$ cat config.mk
export PLATFORM = sky130hd
export DESIGN_NAME = alu_scheduler
export DESIGN_NICKNAME = d
export VERILOG_FILES = /design/src/rtl/alu_sched_pkg.sv /design/src/rtl/alu_sched_arb.sv /design/src/rtl/alu_scheduler.sv
export SDC_FILE = /design/constraint.sdc
export NUM_CORES = 1
export LEC_CHECK = 0
export CORE_MARGIN = 2
export CORE_UTILIZATION = 34
export DETAILED_ROUTE_END_ITERATION = 16
export PLACE_DENSITY = 0.78
export RECOVER_POWER = 50
export SYNTH_ARGS = -nofsm -noshare
export SYNTH_HDL_FRONTEND = slang
export SYNTH_SLANG_ARGS = --single-unit
$ cat constraint.sdc
create_clock -name CLK -period 1.4 [get_ports CLK]
set_input_delay 0.28 -clock CLK [delete_from_list [all_inputs] [get_ports CLK]]
set_output_delay 0.28 -clock CLK [all_outputs]
set_load 0.02 [all_outputs]
$ cat src/rtl/alu_sched_pkg.sv
// Shared types and constants for the ALU command scheduler.
//   state_e    : scheduler FSM states
//   CLS_*      : result class decoded from ALU_FUN[3:2]
package alu_sched_pkg;

  typedef enum logic [1:0] {
    ST_IDLE  = 2'd0,
    ST_ISSUE = 2'd1,
    ST_WAIT  = 2'd2,
    ST_RESP  = 2'd3
  } state_e;

  localparam logic [1:0] CLS_ARITH = 2'b00;
  localparam logic [1:0] CLS_LOGIC = 2'b01;
  localparam logic [1:0] CLS_CMP   = 2'b10;
  localparam logic [1:0] CLS_SHIFT = 2'b11;

endpackage

$ cat src/rtl/alu_sched_arb.sv
// Two-way request arbiter for the ALU scheduler.
// Macro ALU_SCHED_RR_EN: defined -> round-robin with a pointer register,
// undefined -> fixed priority (requester 0 wins), no pointer built.
// Ports:
//   clk, rst        : clock, synchronous active-high reset
//   en              : grants allowed this cycle
//   valid0, valid1  : request valids
//   grant0, grant1  : one-hot grant (combinational)
module alu_sched_arb (
  input  logic clk,
  input  logic rst,
  input  logic en,
  input  logic valid0,
  input  logic valid1,
  output logic grant0,
  output logic grant1
);

`ifdef ALU_SCHED_RR_EN
  // Pointer names the requester that wins a tie.
  logic ptr;

  always_ff @(posedge clk) begin
    if (rst) begin
      ptr <= 1'b0;
    end else if (grant0) begin
      ptr <= 1'b1;
    end else if (grant1) begin
      ptr <= 1'b0;
    end
  end

  always_comb begin
    grant0 = en & valid0 & (~valid1 | ~ptr);
    grant1 = en & valid1 & (~valid0 | ptr);
  end
`else
  // Clock and reset have no consumer in the fixed-priority build.
  logic unused_clk_rst;
  assign unused_clk_rst = clk ^ rst;

  always_comb begin
    grant0 = en & valid0;
    grant1 = en & valid1 & ~valid0;
  end
`endif

endmodule

$ cat src/rtl/alu_scheduler.sv
// Two-requester command scheduler in front of the ALU: arbitrates, drives
// the ALU operand/function registers, waits ALU_LAT cycles, then returns the
// result of the unit selected by FUN[3:2] on a valid/ready response channel.
// Arbitration policy set by macro ALU_SCHED_RR_EN (see alu_sched_arb).
// Ports:
//   CLK, RST                    : clock, synchronous active-high reset
//   REQx_VALID/READY/A/B/FUN    : command channels (READY combinational)
//   ALU_A, ALU_B, ALU_FUN       : registered ALU inputs
//   Arith/Logic/SHIFT_OUT, CMP_OUT, Carry_OUT, *_Flag : ALU unit results
//   RSP_VALID/READY/DEST/DATA/CARRY/ERR : response channel
//   BUSY                        : scheduler not idle
module alu_scheduler
  import alu_sched_pkg::*;
#(
  parameter int unsigned DATA_WIDTH = 16,
  parameter int unsigned FUN_WIDTH  = 4,
  parameter int unsigned CMP_WIDTH  = 4,
  parameter int unsigned ALU_LAT    = 1
) (
  input  logic                  CLK,
  input  logic                  RST,
  input  logic                  REQ0_VALID,
  output logic                  REQ0_READY,
  input  logic [DATA_WIDTH-1:0] REQ0_A,
  input  logic [DATA_WIDTH-1:0] REQ0_B,
  input  logic [FUN_WIDTH-1:0]  REQ0_FUN,
  input  logic                  REQ1_VALID,
  output logic                  REQ1_READY,
  input  logic [DATA_WIDTH-1:0] REQ1_A,
  input  logic [DATA_WIDTH-1:0] REQ1_B,
  input  logic [FUN_WIDTH-1:0]  REQ1_FUN,
  output logic [DATA_WIDTH-1:0] ALU_A,
  output logic [DATA_WIDTH-1:0] ALU_B,
  output logic [FUN_WIDTH-1:0]  ALU_FUN,
  input  logic [DATA_WIDTH-1:0] Arith_OUT,
  input  logic [DATA_WIDTH-1:0] Logic_OUT,
  input  logic [DATA_WIDTH-1:0] SHIFT_OUT,
  input  logic [CMP_WIDTH-1:0]  CMP_OUT,
  input  logic                  Carry_OUT,
  input  logic                  Arith_Flag,
  input  logic                  Logic_Flag,
  input  logic                  CMP_Flag,
  input  logic                  SHIFT_Flag,
  output logic                  RSP_VALID,
  input  logic                  RSP_READY,
  output logic                  RSP_DEST,
  output logic [DATA_WIDTH-1:0] RSP_DATA,
  output logic                  RSP_CARRY,
  output logic                  RSP_ERR,
  output logic                  BUSY
);

  localparam int unsigned CNT_W = (ALU_LAT > 1) ? $clog2(ALU_LAT) : 1;

  state_e                  state;
  state_e                  state_nxt;
  logic [CNT_W-1:0]        cnt;
  logic                    tag;
  logic                    arb_en;
  logic                    grant0;
  logic                    grant1;
  logic                    accept;
  logic                    capture;
  logic [DATA_WIDTH-1:0]   sel_data;
  logic                    sel_carry;
  logic                    sel_flag;

  // Grants only in IDLE, and never while reset is asserted.
  assign arb_en = (state == ST_IDLE) & ~RST;

  alu_sched_arb u_arb (
    .clk    (CLK),
    .rst    (RST),
    .en     (arb_en),
    .valid0 (REQ0_VALID),
    .valid1 (REQ1_VALID),
    .grant0 (grant0),
    .grant1 (grant1)
  );

  // State register.
  always_ff @(posedge CLK) begin
    if (RST) begin
      state <= ST_IDLE;
    end else begin
      state <= state_nxt;
    end
  end

  // Next-state logic.
  always_comb begin
    state_nxt = state;
    case (state)
      ST_IDLE:  if (accept)         state_nxt = ST_ISSUE;
      ST_ISSUE:                     state_nxt = ST_WAIT;
      ST_WAIT:  if (cnt == '0)      state_nxt = ST_RESP;
      ST_RESP:  if (RSP_READY)      state_nxt = ST_IDLE;
      default:                      state_nxt = ST_IDLE;
    endcase
  end

  // FSM outputs: request handshakes and result capture strobe.
  always_comb begin
    REQ0_READY = grant0;
    REQ1_READY = grant1;
    accept     = grant0 | grant1;
    capture    = (state == ST_WAIT) && (cnt == '0);
  end

  // Result select by function class; compare result is zero-extended.
  always_comb begin
    sel_data  = '0;
    sel_carry = 1'b0;
    sel_flag  = 1'b0;
    case (ALU_FUN[3:2])
      CLS_ARITH: begin
        sel_data  = Arith_OUT;
        sel_carry = Carry_OUT;
        sel_flag  = Arith_Flag;
      end
      CLS_LOGIC: begin
        sel_data = Logic_OUT;
        sel_flag = Logic_Flag;
      end
      CLS_CMP: begin
        sel_data = DATA_WIDTH'(CMP_OUT);
        sel_flag = CMP_Flag;
      end
      CLS_SHIFT: begin
        sel_data = SHIFT_OUT;
        sel_flag = SHIFT_Flag;
      end
      default: ;
    endcase
  end

  // Command side: ALU operand registers, tag, latency counter, busy.
  always_ff @(posedge CLK) begin
    if (RST) begin
      ALU_A   <= '0;
      ALU_B   <= '0;
      ALU_FUN <= '0;
      tag     <= 1'b0;
      cnt     <= '0;
      BUSY    <= 1'b0;
    end else begin
      BUSY <= (state_nxt != ST_IDLE);
      if (accept) begin
        ALU_A   <= grant1 ? REQ1_A   : REQ0_A;
        ALU_B   <= grant1 ? REQ1_B   : REQ0_B;
        ALU_FUN <= grant1 ? REQ1_FUN : REQ0_FUN;
        tag     <= grant1;
      end
      if (state == ST_ISSUE) begin
        cnt <= CNT_W'(ALU_LAT - 1);
      end else if ((state == ST_WAIT) && (cnt != '0)) begin
        cnt <= cnt - CNT_W'(1);
      end
    end
  end

  // Response side: fields load on capture and hold until the next capture.
  always_ff @(posedge CLK) begin
    if (RST) begin
      RSP_VALID <= 1'b0;
      RSP_DEST  <= 1'b0;
      RSP_DATA  <= '0;
      RSP_CARRY <= 1'b0;
      RSP_ERR   <= 1'b0;
    end else if (capture) begin
      RSP_VALID <= 1'b1;
      RSP_DEST  <= tag;
      RSP_DATA  <= sel_data;
      RSP_CARRY <= sel_carry;
      RSP_ERR   <= ~sel_flag;
    end else if ((state == ST_RESP) && RSP_READY) begin
      RSP_VALID <= 1'b0;
    end
  end

endmodule

# After elaboration in Yosys (flattened, before gate mapping)
# Cells that the tools add are included.
# op_classes
add_sub_neg	1
mul	0
div_mod_pow	0
magnitude_cmp	0
eq_ne	6
shift	0
mux	12
bitwise_logic	9
reduce_logical	8
# op_table
cell	n
16-bit one-hot mux with 4 select lines	1
16-bit two-way mux	2
2-bit == test, second input constant	4
2-bit one-hot mux with 4 select lines	1
2-bit two-way mux	3
1-bit bitwise AND	4
2-bit by 1-bit == test with 1-bit output, second input constant	2
2-bit logical NOT	2
4-bit two-way mux	1
1-bit inverter	4
1-bit one-hot mux with 4 select lines	1
2-bit nonzero test	2
1-bit logical AND	3
1-bit two-way mux	3
2-bit OR reduction	1
1-bit OR	1
1-bit subtractor, second input constant	1
# word_totals
regBits	61
latchBits	0
mem_bits_rw	0
mem_bits_ro	0
inputBits	134
output_inout_bits	59
wordCells	48
memories	0

# Longest topological paths before layout
# Gate-level depths: netlist of the first run.
# depth
ltp_word	8
depth_mapped	6
ltp_nobuf	3

# By module
# A second synthesis of the first run with hierarchy kept.
# hier_totals
hier_cells	294
hier_area_um2	2985.4
# by_module_without_submodules
module	n_inst	cells_each	area_each_um2	seq_area_each_um2
alu_scheduler	1	292	2969.1	1221.2
alu_sched_arb	1	2	16.3	0.0

# Least setup slack after synthesis of the first run
# OpenSTA, ideal clock, no wires.
# synth_timing
path_kind	flip-flop to flip-flop
startpoint	reg ALU_FUN[3]
endpoint	reg RSP_DATA[15]
setup_ps	132
arrival_time_ps	1534
setup_slack_ps	-266
path_stages_with_launch	6
n_path_buf	2
synth_period_minus_slack_ps	1666
cell_sequence	dfxtp_1 -> buf_2 -> buf_2 -> mux2_2 -> a221oi_1 -> nor3_1
# synth_via
elab_chain_len	2
# synth_rtl
element	line	rtl
start: declaration	alu_scheduler.sv:34	output logic [FUN_WIDTH-1:0] ALU_FUN,
start signal: assignment	alu_scheduler.sv:151	ALU_FUN <= grant1 ? REQ1_FUN : REQ0_FUN;
2-bit == test (tied with other cells)	alu_scheduler.sv:115	case (ALU_FUN[3:2])
16-bit one-hot mux with 4 select lines *	alu_scheduler.sv:115	
end signal: assignment	alu_scheduler.sv:173	RSP_DATA <= sel_data;
end: declaration	alu_scheduler.sv:47	output logic [DATA_WIDTH-1:0] RSP_DATA,
# Mark *: on every way between the ends. The rest lies on a longest branch, timed or not.
# A chain may end at the register's enable or synchronous reset.

# Final worst setup path of the first run
# layout_timing
startpoint	reg state[0]
endpoint	out REQ1_READY
# layout_via
elab_chain_len	4
# layout_rtl
element	line	rtl
start: declaration	alu_scheduler.sv:55	state_e state;
start signal: assignment	alu_scheduler.sv:86	state <= state_nxt;
2-bit logical NOT	alu_scheduler.sv:69	assign arb_en = (state == ST_IDLE) & ~RST;
1-bit bitwise AND	alu_scheduler.sv:69	
1-bit bitwise AND (2 in series)	alu_sched_arb.sv:44	grant1 = en & valid1 & ~valid0;
end: declaration	alu_scheduler.sv:28	output logic REQ1_READY,
# No other way between the ends.

==> qor.csv, run 1 <==
metric,value,unit
register area share after synthesis,39.5,%
DRC,0,
Setup WS post-layout,-242,ps
"Design Area, Final",5880,um^2
Port Buffers,192,
worst slack at placement,-564,ps
mux cell area share after synthesis,8.01,%
# fillers,682,
"Top FF cell, synth",dfxtp_1,
WHS,412,ps
crit path DAT,1360,ps
main combinational cell family by area after synthesis,compound AO/OA/AOI/OAI gates,
reg2reg start,state[0],
"EDFF count, synth",0,
# rows,34,
power per cell area,962,nW/um^2
total congestion overflow,0,
fmax,609,MHz
Final Slew Violations,0,
largest net degree at the start of global routing,43,
drt initial violations,226,
crit-path max FO,3,
CTS sink count,61,
synth-to-layout area growth,90.1,%
CP peak stage delay,410,ps
DIE AREA,9870,um^2
core area,8760,um^2
status,finished with violations,
worst slew pin tran,533,ps
YS warnings,0,
crit-path cells,or3_4 > nor2_4 > buf_6,
kind of critical path,register to output pin,
post-layout util,67.1,%
WL/cell,19.8,um
hpwl dp,8480,um
via/cell ratio,5.67,
routed wire length,13300,um
post-synth cell types,31,
relative slew slack,64.4,%
Synth Area in Adders,0,%
clock latency at the later pin of the worst-skew pair,350,ps
TritonRoute pass-1 iters,4,
Lkg Pwr,2.26,nW
average cell area after synthesis,8.78,um^2
initial antenna violation count,0,
CTS tree,done,
post-synth net total,486,
share of layout cells above drive strength 1,24.8,%
CP Data Required Time,1120,ps
Mapped Area,3090,um^2
#FFs+latches synth,61,
Setup-failing EPs final,57,
Hold/Removal Path Class,input pin to register,
clock root buffer,clkbuf_8,
max cap viols,0,
failing checks,setup timing,
Synth Instances,352,
routability cong.,0.855,
Routed Antenna Nets,0,
RSZ-0062 raised after global routing,yes,
Tmin final,1640,ps
Top Ports,193,
Nets,693,
Compound-Gate Fraction of Synth Area,28.4,%
Startpoint Class,register,
"Max stage delay cell, worst path",or3_4,
# H-tree levels,3,
Num CTS Buffers,9,
Synth Area in Simple Gates,14.8,%
"Reg clk slew, reported paths",70,ps
clk buf depth,2,
first-pass GRT wire length,20000,um
routed via count,3807,
GRT Resource Usage Total,25.5,%
period utilization,117,%
maximum vdd drop,487,uV
vias in the first global route,3884,
Area after DPL,5140,um^2
Final Hold Violating Endpoints,0,
min-delay src,RST,
Post-synth ARST share,0,%
die width,99.4,um
Fin Clk Skew,6.81,ps
xor/xnor share of the synthesized area,0.283,%
critical path capture point type,output pin,
antenna cells,0,
Vert. Die Dim,99.4,um
Critical Path Source,state[0],
initial core utilization,35.3,%
-- repair_timing --
item | in CTS | in global routing
endpoints found under the setup margin | 116 | 61
resized for setup | 118 | 61
gates cloned | 9 | 0
buffers inserted | 14 | 2
hold buffers | 0 | 0
pin swaps | 30 | 31
-- cells by family (layout without fill, tap and decap cells) --
| family | count (synthesis) | after routing |
|---|---|---|
| compound gates | 134 | 134 |
| simple gates | 93 | 93 |
| flops | 61 | 61 |
| buf+inv | 46 | 258 |
| mux | 17 | 17 |
| xor+xnor | 1 | 1 |
-- power breakdown --
| part | leakage [nW] | switching [mW] | internal [mW] |
|---|---|---|---|
| Combinational | 1.67 | 1.12 | 1.16 |
| Clock | 0.0829 | 0.711 | 0.630 |
| Sequential | 0.503 | 0.116 | 1.92 |
-- cell usage in the layout (no fill, tap or decap), drive strengths merged, types with 2 or more instances in the layout --
master           n
mux2            12
clkdlybuf4s50  132
a211oi           2
o21ai           37
buf             51
clkdlybuf4s15    3
nand3           38
dfxtp           61
a311oi          36
dlygate4sd2     52
and2             2
nor3            13
nand2           14
nor2            17
a221oi          12
clkinv           4
nor3b            2
clkbuf          15
nor2b            2
mux4             5
a21oi           45
-- per-layer routing --
layer / vias to the layer above / GRT usage, % / part of all wire, %
met4: 0 / 10.0 / 2.9
li1: 1763 / - / -
met2: 200 / 45.3 / 50
met1: 1816 / 28.1 / 38
met5: - / 0 / 0
met3: 28 / 8.64 / 9.3
-- cell usage after synthesis, types with 2 or more instances --
cell type  instances  area, um^2
buf_6              8        90.1
dfxtp_1           61        1220
buf_4              5        37.5
nor3_1            12        60.1
and2_1             2        12.5
nand2_1           14        52.6
a311oi_1          36         315
buf_2             21         105
a221oi_1           9        78.8
a21oi_1           45         225
o21ai_1           24         120
clkbuf_1          11        41.3
nor3b_1            2        15.0
a211oi_1           2        15.0
mux2_2            12         135
nor2b_1            2        12.5
nor2_1            17        63.8
o21ai_0           13        65.1
mux4_2             5         113
a221oi_2           3        45.0
nand3_1           38         190
-- final timing paths --
kind,to,slack [ps],cells past startpoint
worst max-delay path,REQ1_READY,-240,3
worst min-delay path,ALU_A[7],410,3
worst max register to register,ALU_A[8],-210,8
worst min register to register,RSP_DATA[2],490,2
-- metrics by stage --
stage | cells | TNS (ps) | power [mW]
after global placement | 637 | -19520 | 3.94
final | 672 | -8790 | 5.65
after floorplan | 352 | -92.0 | 3.07
after CTS | 676 | -8100 | 5.60
after global routing | 672 | -13320 | 5.92
after detailed placement | 637 | -20950 | 3.98
-- state kept, by name (all words and copies together) (netlist names) --
name       flops
RSP_DATA      16
RSP_DEST       1
RSP_CARRY      1
tag            1
BUSY           1
ALU_FUN        4
ALU_B         16
state          2
RSP_ERR        1
cnt            1
ALU_A         16
RSP_VALID      1
-- critical path: cells and delay by family, from the launching register on --
| family | cells | cell delay (ps) |
|---|---|---|
| buffers and inverters | 1 | 130 |
| AND/OR/NAND/NOR | 2 | 550 |
| flip-flops | 1 | 340 |
-- area by class of cell --
type	count	area [um^2]	share of cell area, %
flip-flops and latches	61	1230	20.9
clock inverters	5	27.5	0.468
repair buffers	242	2470	42.0
well taps	108	135	2.30
clock buffers	11	131	2.23
multi-input cells	245	1890	32.2
(Power assumes the default switching activity.)
==> run 2: changes to the inputs <==
- CELL_PAD_IN_SITES_DETAIL_PLACEMENT: default -> 2
- CELL_PAD_IN_SITES_GLOBAL_PLACEMENT: default -> 2
- CORE_UTILIZATION: 34 -> 18
- PLACE_DENSITY: 0.78 -> default
- PLACE_DENSITY_LB_ADDON: default -> 0.1
==> run 2 against run 1 <==
  * The flow still finishes with violations (setup timing)
  * Hold slack improved by 38 ps
  * Register-to-register slack got worse by 100 ps
  * Maximum frequency fell by 6.0%
  * Sequential share of layout area fell by 2.8 points
  * Largest cell class unchanged
==> qor.csv, run 2 (synthesized netlist as in run 1, its figures left out) <==
metric,value,unit
CP peak stage delay,380,ps
core area,16700,um^2
synth-to-layout area growth,119,%
"most common cell after layout, fill and taps aside",clkdlybuf4s50_1,
routability cong.,0.735,
CP top delay family,simple AND/OR/NAND/NOR gates,
Startpoint Class,register,
Top Ports,193,
crit path DAT,1470,ps
Final Hold Violating Endpoints,0,
via/cell ratio,4.80,
Fin Clk Skew,6.65,ps
DRC,0,
routed wire length,17100,um
TritonRoute pass-1 iters,4,
WP buf/inv,3,
critical path capture point type,output pin,
"Reg clk slew, reported paths",50,ps
kind of critical path,register to output pin,
status,finished with violations,
largest net degree at the start of global routing,30,
GRT Resource Usage Total,17.4,%
Setup WS post-layout,-347,ps
final setup TNS,-14580,ps
Routed Antenna Nets,0,
Num CTS Buffers,9,
# fillers,1768,
most frequent CP cell,buf_6,
Setup-failing EPs final,59,
initial antenna violation count,0,
routed via count,3861,
hpwl dp,10200,um
Post-Place Cells,753,
clock root buffer,clkbuf_16,
count of non-filler cells in the finished layout,804,
"commonest cells after routing, fill and taps aside","131 x clkdlybuf4s50_1, 58 x dfxtp_1, 54 x dlygate4sd2_1",
crit-path cells,buf_6 > or3_4 > buf_12 > nor2_4 > buf_6,
clk buf depth,2,
crit-path max FO,2,
clock latency at the later pin of the worst-skew pair,340,ps
Port Buffers,192,
antenna cells,0,
RSZ-0062 raised after global routing,yes,
total congestion overflow,0,
Final Slew Violations,0,
vias in the first global route,4211,
die width,135,um
# H-tree levels,3,
DIE AREA,18200,um^2
"Max stage delay cell, worst path",or3_4,
Largest regs,"ALU_A (16), ALU_B (16), RSP_DATA (16)",
Hold/Removal Path Class,input pin to register,
drt initial violations,92,
maximum vdd drop,624,uV
share of layout cells above drive strength 1,32.0,%
failing checks,setup timing,
Tmin final,1750,ps
initial core utilization,18.5,%
Vert. Die Dim,135,um
CP Data Required Time,1120,ps
first-pass GRT wire length,24300,um
period utilization,125,%
relative slew slack,74.7,%
CTS sink count,61,
# rows,47,
CTS tree,done,
worst slew pin tran,380,ps
register area,1230,um^2
area of the multi-input gates,2100,um^2
fmax,572,MHz
WL/cell,21.3,um
Nets,713,
power per cell area,1020,nW/um^2
max cap viols,0,
Lkg Pwr,2.57,nW
## run 2: changes by cell type in the layout (fill, tap and decap cells not counted), sizes merged
cell,before,now
clkbuf,15,25
clkinv,4,1
buf,51,64
clkdlybuf4s50,132,131
dlygate4sd2,52,54
clkinvlp,1,0
## run 2: power by group
group          leakage (nW)  internal [mW]  switching [mW]
clock                 0.134           1.30           0.811
sequential            0.503           1.93           0.112
combinational          1.93           1.45            1.33
total                  2.57           4.67            2.25
## run 2: final cells by class
cell class	instances	share of cell area (%)
Timing Repair Buffer	262	42.8
Multi-Input combinational cell	245	31.0
Tap cell	220	4.06
Clock buffer	15	3.95
Sequential cell	61	18.1
Clock inverter	1	0.0738
## run 2: layer usage
layer  vias up  wire (um)  global-route usage (%)  part of all wire [%]
met5         -          0                       0                     0
met4         0        204                    3.82                   1.2
met3        13       1310                    5.71                   7.7
met2       149       8470                    29.5                    50
met1      1891       7110                    21.6                    42
li1       1808          -                       -                     -
## run 2: path summary, 6_finish.rpt
| path | startpoint | to | slack (ps) | cells after the start |
|---|---|---|---|---|
| worst min-delay path | RST | RSP_CARRY | 450 | 3 |
| worst min register to register | RSP_DATA[1] | RSP_DATA[1] | 470 | 2 |
| worst max-delay path | state[0] | REQ1_READY | -350 | 5 |
| worst max register to register | state[0] | ALU_A[2] | -310 | 8 |
## run 2: stage by stage
stage | area [um^2] | utilization (%) | hold slack, ps | power (mW) | setup WS (ps)
6_report | 6780 | 40.6 | 449 | 6.92 | -347
5_1_grt | 6780 | 40.6 | 478 | 7.30 | -396
4_1_cts | 6170 | 37.0 | 432 | 6.61 | -369
3_5_place_dp | 5380 | 32.2 | 456 | 4.12 | -638
3_3_place_gp | 5380 | 32.2 | 443 | 4.08 | -620
2_1_floorplan | 3140 | - | 377 | 3.07 | -47.3
## run 2: what timing repair did
action,CTS,global route
setup buffers,11,6
hold endpoints to repair,0,0
hold buffers,0,0
cloned,7,13
pin swaps,24,47
resized for setup,158,61
setup endpoints to repair,116,63
## run 2: tightest hold or removal path, cell delays in order
cell	delay, ps
buf_2	140
buf_4	260
a21oi_2	50
==> run 3: changes to the inputs <==
- CORE_MARGIN: 2 -> 5
==> run 3 against run 2 <==
  * Largest cell class unchanged
  * Clock-buffer cell count unchanged
  * Sequential share of layout area is 0.14 points lower
  * The flow still finishes with violations (setup timing)
  * Highest routed layer unchanged
  * Register-to-register slack improved by 100 ps
  * Hold slack gained 8.1 ps
  * Via count is essentially flat
==> qor.csv, run 3 (synthesized netlist as in run 1, its figures left out) <==
metric,value,unit
Final Slew Violations,0,
relative slew slack,51.3,%
# fillers,1807,
sequential share of power,29.2,%
Net Switching,2.32,mW
post-layout util,40.1,%
count of non-filler cells in the finished layout,810,
clock power share,30.3,%
CP peak stage delay,320,ps
die width,141,um
Top Ports,193,
worst slew pin tran,730,ps
total congestion overflow,0,
via/cell ratio,4.77,
synth-to-layout area growth,121,%
antenna cells,0,
GRT Resource Usage Total,18.4,%
CP Data Required Time,1120,ps
Setup-failing EPs final,56,
period utilization,116,%
drt initial violations,115,
hpwl dp,10900,um
failing checks,setup timing,
routed via count,3862,
first-pass GRT wire length,28000,um
routability cong.,0.749,
"most common cell after layout, fill and taps aside",clkdlybuf4s50_1,
clock root buffer,clkbuf_16,
CP top delay family,buffers and inverters,
# rows,48,
crit-path cells,buf_6 > nor3_4 > buf_6 > and2_4 > buf_6,
Post-Place Cells,756,
Final Hold Violating Endpoints,0,
Setup WS post-layout,-221,ps
Routed Antenna Nets,0,
kind of critical path,register to output pin,
switching share of power,33.2,%
"Max stage delay cell, worst path",dfxtp_2,
initial core utilization,18.1,%
Vert. Die Dim,141,um
Hold/Removal Path Class,register to register,
share of layout cells above drive strength 1,35.2,%
initial antenna violation count,0,
TritonRoute pass-1 iters,4,
CTS sink count,61,
clk buf depth,2,
crit-path max FO,2,
power per cell area,1020,nW/um^2
critical path capture point type,output pin,
status,finished with violations,
WL/cell,23.1,um
vias in the first global route,4417,
Startpoint Class,register,
"Reg clk slew, reported paths",60,ps
Hold Buf Count CTS,0,
# H-tree levels,3,
max cap viols,0,
DIE AREA,19900,um^2
worst slack at placement,-555,ps
RSZ-0062 raised after global routing,yes,
maximum vdd drop,587,uV
CTS tree,done,
core area,17100,um^2
most frequent CP cell,buf_6,
largest net degree at the start of global routing,47,
Nets,714,
clock latency at the later pin of the worst-skew pair,330,ps
routed wire length,18700,um
Largest regs,"ALU_A (16), ALU_B (16), RSP_DATA (16)",
Num CTS Buffers,9,
"commonest cells after routing, fill and taps aside","130 x clkdlybuf4s50_1, 57 x dfxtp_1, 57 x dlygate4sd2_1",
fmax,617,MHz
Logic pwr share,40.5,%
Cell Int Power,4.67,mW
Tmin final,1620,ps
DRC,0,
Port Buffers,192,
Lkg Pwr,2.59,nW
WP buf/inv,3,
crit path DAT,1340,ps
Fin Clk Skew,9.05,ps
run 3: final cells by class:
cell class	instances	area [um^2]	area share (%)
Clock buffer	15	268	3.91
Sequential cell	61	1230	18.0
Tap cell	225	282	4.11
Clock inverter	1	5.00	0.0732
Multi-Input combinational cell	245	2160	31.6
Timing Repair Buffer	263	2900	42.4
run 3: repair_timing:
action,in CTS,in global routing
resized for setup,180,60
setup endpoints to repair,116,62
setup buffers,31,2
gates cloned,17,2
pin swaps,48,41
run 3: power groups by stage:
stage / registers (mW) / logic [mW] / clock network (mW)
6_report: 2.04 / 2.83 / 2.11
5_1_grt: 2.07 / 3.00 / 2.25
4_1_cts: 2.03 / 2.88 / 2.15
3_5_place_dp: 2.06 / 2.09 / 0
3_3_place_gp: 2.05 / 2.06 / 0
2_1_floorplan: 2.26 / 0.811 / 0
run 3: final timing paths:
kind	startpoint	endpoint	slack, ps	cells after the start
min reg2reg	RSP_DATA[3]	RSP_DATA[3]	460	2
min	RSP_DATA[3]	RSP_DATA[3]	460	2
max reg2reg	state[1]	ALU_A[5]	-210	8
max	state[1]	REQ0_READY	-220	5
run 3: layer usage:
metal	share of wire, %	up-vias	global-route usage [%]
li1	-	1803	-
met1	43	1935	22.5
met2	52	110	32.7
met3	4.7	14	4.04
met4	0.97	0	4.90
met5	0	-	0
run 3: tightest hold or removal path, delay by kind of cell, from the launching register on:
kind,cells,cell delay (ps)
AOI/OAI and AO/OA,1,50
and+or+nand+nor,1,70
DFF,1,300
run 3: stage by stage:
step / instance area (um^2) / TNS, ps / hold WS (ps) / power, mW
CTS: 6820 / -8360 / 461 / 7.07
global route: 6840 / -12190 / 476 / 7.32
global placement: 5390 / -19770 / 438 / 4.12
floorplan: 3140 / -92.0 / 377 / 3.07
detailed placement: 5390 / -21670 / 456 / 4.15
finish: 6840 / -9090 / 458 / 6.99
